`config.mk`:
```
export PLATFORM = sky130hd
export DESIGN_NAME = otter_mdu
export DESIGN_NICKNAME = d
export VERILOG_FILES = /design/src/rtl/otter_mdu_pkg.sv /design/src/rtl/otter_mdu.sv
export SDC_FILE = /design/constraint.sdc
export NUM_CORES = 1
export LEC_CHECK = 0
export CAP_MARGIN = 40
export CORE_ASPECT_RATIO = 0.7
export CORE_UTILIZATION = 35
export CTS_CLUSTER_SIZE = 12
export DETAILED_ROUTE_END_ITERATION = 10
export GPL_ROUTABILITY_DRIVEN = 0
export HOLD_SLACK_MARGIN = 0.02
export PLACE_DENSITY = 0.49
export REMOVE_ABC_BUFFERS = 1
export SKIP_LAST_GASP = 1
export SYNTH_ARGS = -nofsm -noshare
export SYNTH_HDL_FRONTEND = slang
export SYNTH_SLANG_ARGS = --single-unit
```
`constraint.sdc`:
```
create_clock -name CLK -period 6.35 [get_ports CLK]
set_input_delay 0.9525 -clock CLK [delete_from_list [all_inputs] [get_ports CLK]]
set_output_delay 0.9525 -clock CLK [all_outputs]
set_load 0.05 [all_outputs]
```
`src/rtl/otter_mdu_pkg.sv`:
```
// Shared types and decode helpers for the OTTER RV32M multiply/divide unit.
package otter_mdu_pkg;

    typedef enum logic [2:0] {
        FUN_MUL    = 3'b000,
        FUN_MULH   = 3'b001,
        FUN_MULHSU = 3'b010,
        FUN_MULHU  = 3'b011,
        FUN_DIV    = 3'b100,
        FUN_DIVU   = 3'b101,
        FUN_REM    = 3'b110,
        FUN_REMU   = 3'b111
    } mdu_fun_t;

    typedef enum logic [1:0] {
        ST_IDLE = 2'd0,
        ST_CALC = 2'd1,
        ST_DONE = 2'd2
    } mdu_state_t;

    // Divide-class operations all have funct3[2] set.
    function automatic logic is_div(input logic [2:0] fun);
        return fun[2];
    endfunction

    // Remainder-class operations (REM/REMU) have funct3[1] set among divides.
    function automatic logic is_rem(input logic [2:0] fun);
        return fun[2] & fun[1];
    endfunction

    // srcA is treated as signed for MULH, MULHSU, DIV and REM.
    function automatic logic is_signed_a(input logic [2:0] fun);
        return (fun == FUN_MULH) || (fun == FUN_MULHSU) ||
               (fun == FUN_DIV)  || (fun == FUN_REM);
    endfunction

    // srcB is treated as signed for MULH, DIV and REM only.
    function automatic logic is_signed_b(input logic [2:0] fun);
        return (fun == FUN_MULH) || (fun == FUN_DIV) || (fun == FUN_REM);
    endfunction

endpackage

```
`src/rtl/otter_mdu.sv`:
```
// Iterative RV32M multiply/divide unit: magnitudes are iterated one bit per
// cycle in a shared 2*XLEN accumulator and the sign is fixed on entry to DONE.
module otter_mdu
    import otter_mdu_pkg::*;
#(
    parameter int XLEN = 32
) (
    input  logic            CLK,
    input  logic            RST_N,
    input  logic            start,
    input  logic            kill,
    input  logic [2:0]      mdu_fun,
    input  logic [XLEN-1:0] srcA,
    input  logic [XLEN-1:0] srcB,
    output logic            busy,
    output logic            done,
    output logic [XLEN-1:0] result
);

    localparam int CNT_W = $clog2(XLEN);
    localparam logic [CNT_W-1:0] CNT_LAST = CNT_W'(XLEN - 1);
    localparam logic [XLEN-1:0]  MIN_NEG  = {1'b1, {(XLEN-1){1'b0}}};

    mdu_state_t        state_q, state_d;
    mdu_fun_t          fun_q, fun_d;
    logic              sign_a_q, sign_a_d;
    logic              sign_b_q, sign_b_d;
    logic [XLEN-1:0]   opnd_q, opnd_d;     // multiplicand (mul) or divisor (div)
    logic [2*XLEN-1:0] acc_q, acc_d;       // {hi, lo} product or {rem, quo}
    logic [CNT_W-1:0]  cnt_q, cnt_d;
    logic [XLEN-1:0]   result_q, result_d;
    logic              busy_q, busy_d;
    logic              done_q, done_d;

    // Operand decode at the accept point.
    logic              in_sign_a, in_sign_b;
    logic [XLEN-1:0]   a_mag, b_mag;
    logic              div_zero, div_ovf, fast_path;
    logic [XLEN-1:0]   fast_result;

    always_comb begin
        in_sign_a   = is_signed_a(mdu_fun) & srcA[XLEN-1];
        in_sign_b   = is_signed_b(mdu_fun) & srcB[XLEN-1];
        a_mag       = in_sign_a ? (~srcA + 1'b1) : srcA;
        b_mag       = in_sign_b ? (~srcB + 1'b1) : srcB;
        div_zero    = (srcB == '0);
        div_ovf     = ((mdu_fun == FUN_DIV) || (mdu_fun == FUN_REM)) &&
                      (srcA == MIN_NEG) && (srcB == '1);
        fast_path   = is_div(mdu_fun) && (div_zero || div_ovf);
        fast_result = '0;
        if (div_zero) begin
            fast_result = is_rem(mdu_fun) ? srcA : '1;
        end else begin
            fast_result = is_rem(mdu_fun) ? '0 : MIN_NEG;
        end
    end

    // One iteration step of shift-add multiply or restoring divide.
    logic [XLEN:0]     mul_sum;
    logic [XLEN:0]     rem_shift, rem_diff;
    logic              q_bit;
    logic [2*XLEN-1:0] acc_step;

    always_comb begin
        mul_sum   = {1'b0, acc_q[2*XLEN-1:XLEN]} +
                    (acc_q[0] ? {1'b0, opnd_q} : '0);
        rem_shift = acc_q[2*XLEN-1:XLEN-1];
        rem_diff  = rem_shift - {1'b0, opnd_q};
        q_bit     = ~rem_diff[XLEN];
        if (is_div(fun_q)) begin
            acc_step = {(q_bit ? rem_diff[XLEN-1:0] : rem_shift[XLEN-1:0]),
                        acc_q[XLEN-2:0], q_bit};
        end else begin
            acc_step = {mul_sum, acc_q[XLEN-1:1]};
        end
    end

    // Sign fix and field selection applied to the final accumulator value.
    logic [2*XLEN-1:0] prod_signed;
    logic [XLEN-1:0]   quo_signed, rem_signed, final_result;

    always_comb begin
        prod_signed = (sign_a_q ^ sign_b_q) ? (~acc_step + 1'b1) : acc_step;
        quo_signed  = (sign_a_q ^ sign_b_q) ? (~acc_step[XLEN-1:0] + 1'b1)
                                            : acc_step[XLEN-1:0];
        rem_signed  = sign_a_q ? (~acc_step[2*XLEN-1:XLEN] + 1'b1)
                               : acc_step[2*XLEN-1:XLEN];
        if (is_div(fun_q)) begin
            final_result = is_rem(fun_q) ? rem_signed : quo_signed;
        end else begin
            final_result = (fun_q == FUN_MUL) ? prod_signed[XLEN-1:0]
                                              : prod_signed[2*XLEN-1:XLEN];
        end
    end

    // Next-state logic: accept in IDLE/DONE, iterate or abort in CALC.
    always_comb begin
        state_d  = state_q;
        fun_d    = fun_q;
        sign_a_d = sign_a_q;
        sign_b_d = sign_b_q;
        opnd_d   = opnd_q;
        acc_d    = acc_q;
        cnt_d    = cnt_q;
        result_d = result_q;
        case (state_q)
            ST_CALC: begin
                if (kill) begin
                    state_d = ST_IDLE;
                    cnt_d   = '0;
                end else begin
                    acc_d = acc_step;
                    cnt_d = cnt_q + 1'b1;
                    if (cnt_q == CNT_LAST) begin
                        state_d  = ST_DONE;
                        cnt_d    = '0;
                        result_d = final_result;
                    end
                end
            end
            default: begin
                state_d = ST_IDLE;
                if (start) begin
                    fun_d    = mdu_fun_t'(mdu_fun);
                    sign_a_d = in_sign_a;
                    sign_b_d = in_sign_b;
                    cnt_d    = '0;
                    if (fast_path) begin
                        state_d  = ST_DONE;
                        result_d = fast_result;
                    end else begin
                        state_d = ST_CALC;
                        if (is_div(mdu_fun)) begin
                            opnd_d = b_mag;
                            acc_d  = {{XLEN{1'b0}}, a_mag};
                        end else begin
                            opnd_d = a_mag;
                            acc_d  = {{XLEN{1'b0}}, b_mag};
                        end
                    end
                end
            end
        endcase
        busy_d = (state_d == ST_CALC);
        done_d = (state_d == ST_DONE);
    end

    // State and datapath registers with asynchronous clear.
    always_ff @(posedge CLK or negedge RST_N) begin
        if (!RST_N) begin
            state_q  <= ST_IDLE;
            fun_q    <= FUN_MUL;
            sign_a_q <= 1'b0;
            sign_b_q <= 1'b0;
            opnd_q   <= '0;
            acc_q    <= '0;
            cnt_q    <= '0;
            result_q <= '0;
            busy_q   <= 1'b0;
            done_q   <= 1'b0;
        end else begin
            state_q  <= state_d;
            fun_q    <= fun_d;
            sign_a_q <= sign_a_d;
            sign_b_q <= sign_b_d;
            opnd_q   <= opnd_d;
            acc_q    <= acc_d;
            cnt_q    <= cnt_d;
            result_q <= result_d;
            busy_q   <= busy_d;
            done_q   <= done_d;
        end
    end

    assign busy   = busy_q;
    assign done   = done_q;
    assign result = result_q;

endmodule

```
Word-level counts from Yosys, hierarchy flattened
Cells that the tools add are included. W data, S select, Z words.

Reduce and logical (&&, ||, !) cells: 18. Multiplexer cells: 34. Equality and inequality tests: 13. Add/subtract/negate cells: 8. Bitwise operators: 13.

Operators with widths (number): $mux W32 (19); $mux W64 (6); $add A32 B1 Y32 const B (4); $not A32 Y32 (4); $add A64 B1 Y64 const B (1); $eq A32 B32 Y1 const B (2); $not A64 Y64 (1); $add A32 B32 Y33 (1); $sub A33 B32 Y33 (1); $logic_not A32 Y1 (1); $mux W5 (4); $mux W2 (5); $logic_or A1 B1 Y1 (7); $eq A3 B3 Y1 const B (2); $reduce_and A3 Y1 (2); $add A5 B1 Y5 const B (1); $eq A5 B5 Y1 const B (1); $and A1 B1 Y1 (4); $eq A2 B1 Y1 const B (2); $ne A2 B2 Y1 const B (2); $reduce_and A4 Y1 (1); $reduce_bool A2 Y1 (2); $eq A3 B1 Y1 const B (1); $eq A3 B2 Y1 const B (1); other kinds (7) (11).

Output and inout bits: 34. Input port bits: 71. Bits in registers: 142.

Longest topological paths before layout
Depth after elaboration: 11. Mapped depth: 27. Depth with buffers taken out: 23.

Worst setup path before layout
No wires, ideal clock.

Path kind: register to register. Start: register acc_q[31]. End: register result_q[20], in the netlist result[20]. Library setup time: 0.132 ns. Data arrival time: 5.278 ns. Period minus slack after synthesis: 5.411 ns. Cell stages (with the launch flop): 25. Slack: 0.939 ns. Required time: 6.218 ns. Cells stage by stage: dfrtp_1 inv_1 ha_1 inv_1 fa_1 a211oi_1 o211ai_1 a211oi_2 o21ai_1 o21ai_1 nor2_1 nor2_1 ha_1 or3b_2 or4_1 nor2_1 a31oi_1 a21o_1 nor2_1 and2_1 clkbuf_1 a31oi_1 xor2_1 a2111oi_0 o31ai_1.

Longest elaborated chain between the ends: 11. Elaborated cells between the ends (all ways): 19. Those cells by class: add/sub: 4; mux: 11; bitwise: 4.

Ends and longest elaborated chain: start, declared (RTL line otter_mdu.sv:29) `logic [2*XLEN-1:0] acc_q, acc_d;`; start signal, assigned (RTL line otter_mdu.sv:156) `acc_q <= '0;`; start signal, assigned (RTL line otter_mdu.sv:167) `acc_q <= acc_d;`; $sub A33 B32 Y33 (RTL line otter_mdu.sv:68) `rem_diff = rem_shift - {1'b0, opnd_q};`; $mux W32 / $not A1 Y1 (equally long branches) (RTL line otter_mdu.sv:71, otter_mdu.sv:69); $mux W64 * (RTL line otter_mdu.sv:70) `if (is_div(fun_q)) begin`; $not A64 Y64, or another cell as far along (RTL line otter_mdu.sv:83) `prod_signed = (sign_a_q ^ sign_b_q) ? (~acc_step + 1'b1) : acc_step;`; $add A64 B1 Y64, or another cell as far along (RTL line otter_mdu.sv:83); $mux W64, or another cell as far along (RTL line otter_mdu.sv:83); $mux W32, on equally long branches (RTL line otter_mdu.sv:91, otter_mdu.sv:89); $mux W32 * (RTL line otter_mdu.sv:88) `if (is_div(fun_q)) begin`; $mux W32 * (RTL line otter_mdu.sv:114) `if (cnt_q == CNT_LAST) begin`; $mux W32 * (RTL line otter_mdu.sv:108) `if (kill) begin`; $mux W32 * (RTL line otter_mdu.sv:106) `case (state_q)`; end signal, assigned (RTL line otter_mdu.sv:169) `result_q <= result_d;`; end, declared (RTL line otter_mdu.sv:31) `logic [XLEN-1:0] result_q, result_d;`.

Every way passes the cells marked *; elsewhere a longest branch is shown, timed or not. The select of a mux whose other input is x is not followed. A chain may end at the register's enable or synchronous reset.

Worst setup path in the final report
Start: register acc_q[54]. End: register result_q[26], in the netlist result[26].

The elaborated chain is that of the path after synthesis.

==> impl_metrics.tcl <==
set metrics [dict create \
    r2r-start "acc_q[54]" \
    clock_skew_ns 0.0139 \
    ctsRootBufferMaster "clkbuf_16" \
    synth.avg_cell_area_sq_um 7.21 \
    grt_usage_pct 31.4 \
    antenna_cells 0 \
    port_buffers 104 \
    crit_fanout 8 \
    tns_ns 0 \
    critPathCaptureType "register" \
    final-setup-viol-count 0 \
    startpoint_type "register" \
    period_needed_ns 5.90 \
    overflow 0 \
    drive_gt1_share_pct 8.24 \
    final_common_cell "nand2_1" \
    rows 66 \
    fp.dieH_um 184 \
    rsz0062_at_grt "false" \
    power_uw 9470 \
    ys_seq_elements 142 \
    synth_edf_count 0 \
    drv_cap 0 \
    initial_core_util_pct 35.6 \
    layout_common_cells "nand2_1 (266), nor2_1 (253), a21oi_1 (234), o21ai_0 (198), dfrtp_1 (141)" \
    yosysSeqAreaShare_pct 21.4 \
    grt_max_degree 98 \
    finalCoreUtilization_pct 41.3 \
    areaGrowthSynthToFinish_pct 16.0 \
    worstSetupPathType "register to register" \
    drt_iter0_markers 2493 \
    cts-htree-levels 4 \
    arrival_ns 6.23 \
    wire_per_inst_um 25.9 \
    syn_area_sq_um 16600 \
    core_region_area_sq_um 46700 \
    critical_path_required_ns 6.68 \
    async_reset_ff_share_pct 100 \
    clock-sinks 142 \
    holdWs_ns 0.488 \
    grt_pass1_wl_um 113000 \
    finalHoldViolCount 0 \
    dr.pass1.iters 5 \
    leakagePower_uw 0.00774 \
    clockBufferDepth 2 \
    cts_buffers 17 \
    drc 0 \
    ys.flop_type "dfrtp_1" \
    dp_hpwl_um 60200 \
    critical_path.startpoint "acc_q[54]" \
    clkSlewWorstSetupHoldPaths_ns 0.07 \
    pin_count 105 \
    ant_nets 0 \
    drv_slew 0 \
    syn_inst 2302 \
    status "finished clean" \
    worst_slew_pin_slew_ns 1.00 \
    nets 2521 \
    p_per_area_nw_per_um2 492 \
    fmax_mhz 170 \
    antenna_found_initial 0 \
    die_area_sq_um 48300 \
    clock_latency_ns 0.46 \
    hold_start "result[6]" \
    cts_tree "done" \
    irDropWorstVdd_uv 205 \
    hold_path_class "register to register" \
    max-slew-margin-rel_pct 32.4 \
    cts_hold_buf 0 \
    dieWidth_um 262 \
    avgViaCountPerCell 6.26 \
    yosys_warnings 0 \
    yosys.cell_types.count 95 \
    grt_pass1_vias 16800 \
    routed_wl_um 77700 \
    vias 18800 \
    finalCritPeriodShare_pct 92.9 \
]
==> area by class of cell <==
type / count / area [sq um]
Clock buffer: 18 / 439
Clock inverter: 14 / 180
Fill cell: 4862 / 27400
Inverter: 60 / 225
Multi-Input combinational cell: 1966 / 12400
Sequential cell: 142 / 3560
Tap cell: 612 / 766
Timing Repair Buffer: 190 / 1730
==> logic make-up (layout without fill, tap and decap cells) <==
logic type | Yosys count | count (layout) | synth area share (%)
simple gates | 876 | 876 | 25.1
mux | 66 | 66 | 4.11
xor+xnor | 180 | 180 | 9.49
buf+inv | 194 | 282 | 4.54
compound gates | 771 | 771 | 29.8
flops | 142 | 142 | 21.4
fa+ha+maj | 73 | 73 | 5.59
==> worst max-delay path, stage by stage (launching register included) <==
cell and delay [ns]:
dfrtp_1 0.42, ha_1 0.42, nand2_1 0.20, or3_1 0.43, a211o_1 0.33, or2_1 0.30, a21oi_4 0.31, nor2_1 0.14
nor2_1 0.12, ha_1 0.21, or3b_2 0.51, or4_1 0.57, nor2_1 0.22, a31oi_1 0.20, a21o_1 0.25, nor2_1 0.13
and2_1 0.18, buf_4 0.19, and4_1 0.22, o21ai_0 0.10, or3_1 0.34
==> per-stage QoR <==
step	area (sq um)	worst slack, ns	cells
2_1_floorplan	16100	-1.35	2168
3_3_place_gp	18500	0.421	2961
3_5_place_dp	18600	0.178	2965
4_1_cts	19200	0.157	2997
5_1_grt	19300	0.0934	3002
6_report	19300	0.452	3002
==> per-layer routing <==
layer	share of wire (%)	GRT usage (%)	wire, um
met5	0	0	0
met4	2.2	8.52	1740
met3	12	8.22	9040
met2	39	42.4	30300
met1	47	47.9	36600
==> final timing paths <==
| check | to | slack, ns | depth (start not counted) |
|---|---|---|---|
| min in group asynchronous | acc_q[56] | 0.51 | 1 |
| setup / recovery | result[26] | 0.45 | 20 |
| setup reg to reg | result[26] | 0.45 | 20 |
| max in group asynchronous | acc_q[47] | 4.65 | 2 |
| hold reg to reg | result[6] | 0.49 | 2 |
| hold / removal | result[6] | 0.49 | 2 |
==> repair_timing <==
action | in CTS | in global routing
setup buffers | 0 | 3
setup endpoints to repair | 0 | 8
resized for setup | 0 | 4
==> state kept, by name (all words and copies together) (netlist names) <==
name	cells
sign_b_q	1
state_q	2
acc_q	64
opnd_q	32
fun_q	3
done	1
cnt_q	5
result	32
sign_a_q	1
busy	1
==> cell usage after synthesis (all sizes together), types with 33 or more instances <==
master  number  area [sq um]
xnor2      101           885
ha          71           888
clkbuf     104           390
and2        52           325
nor2       258           981
dfrtp      142          3550
xor2        79           692
a21oi      235          1190
inv         58           218
a211oi      36           290
nor3        62           310
o211ai      33           253
nand2      267          1000
o21ai      206          1030
nand3       55           280
mux2i       51           514
==> where the power goes <==
group	switching (uW)	internal, uW	total (uW)	leakage, uW
logic	4470	2420	6890	0.00562
registers	322	1120	1440	0.00182
clock network	495	637	1130	0.000298
No activity file was read; power rests on OpenSTA's default activity.
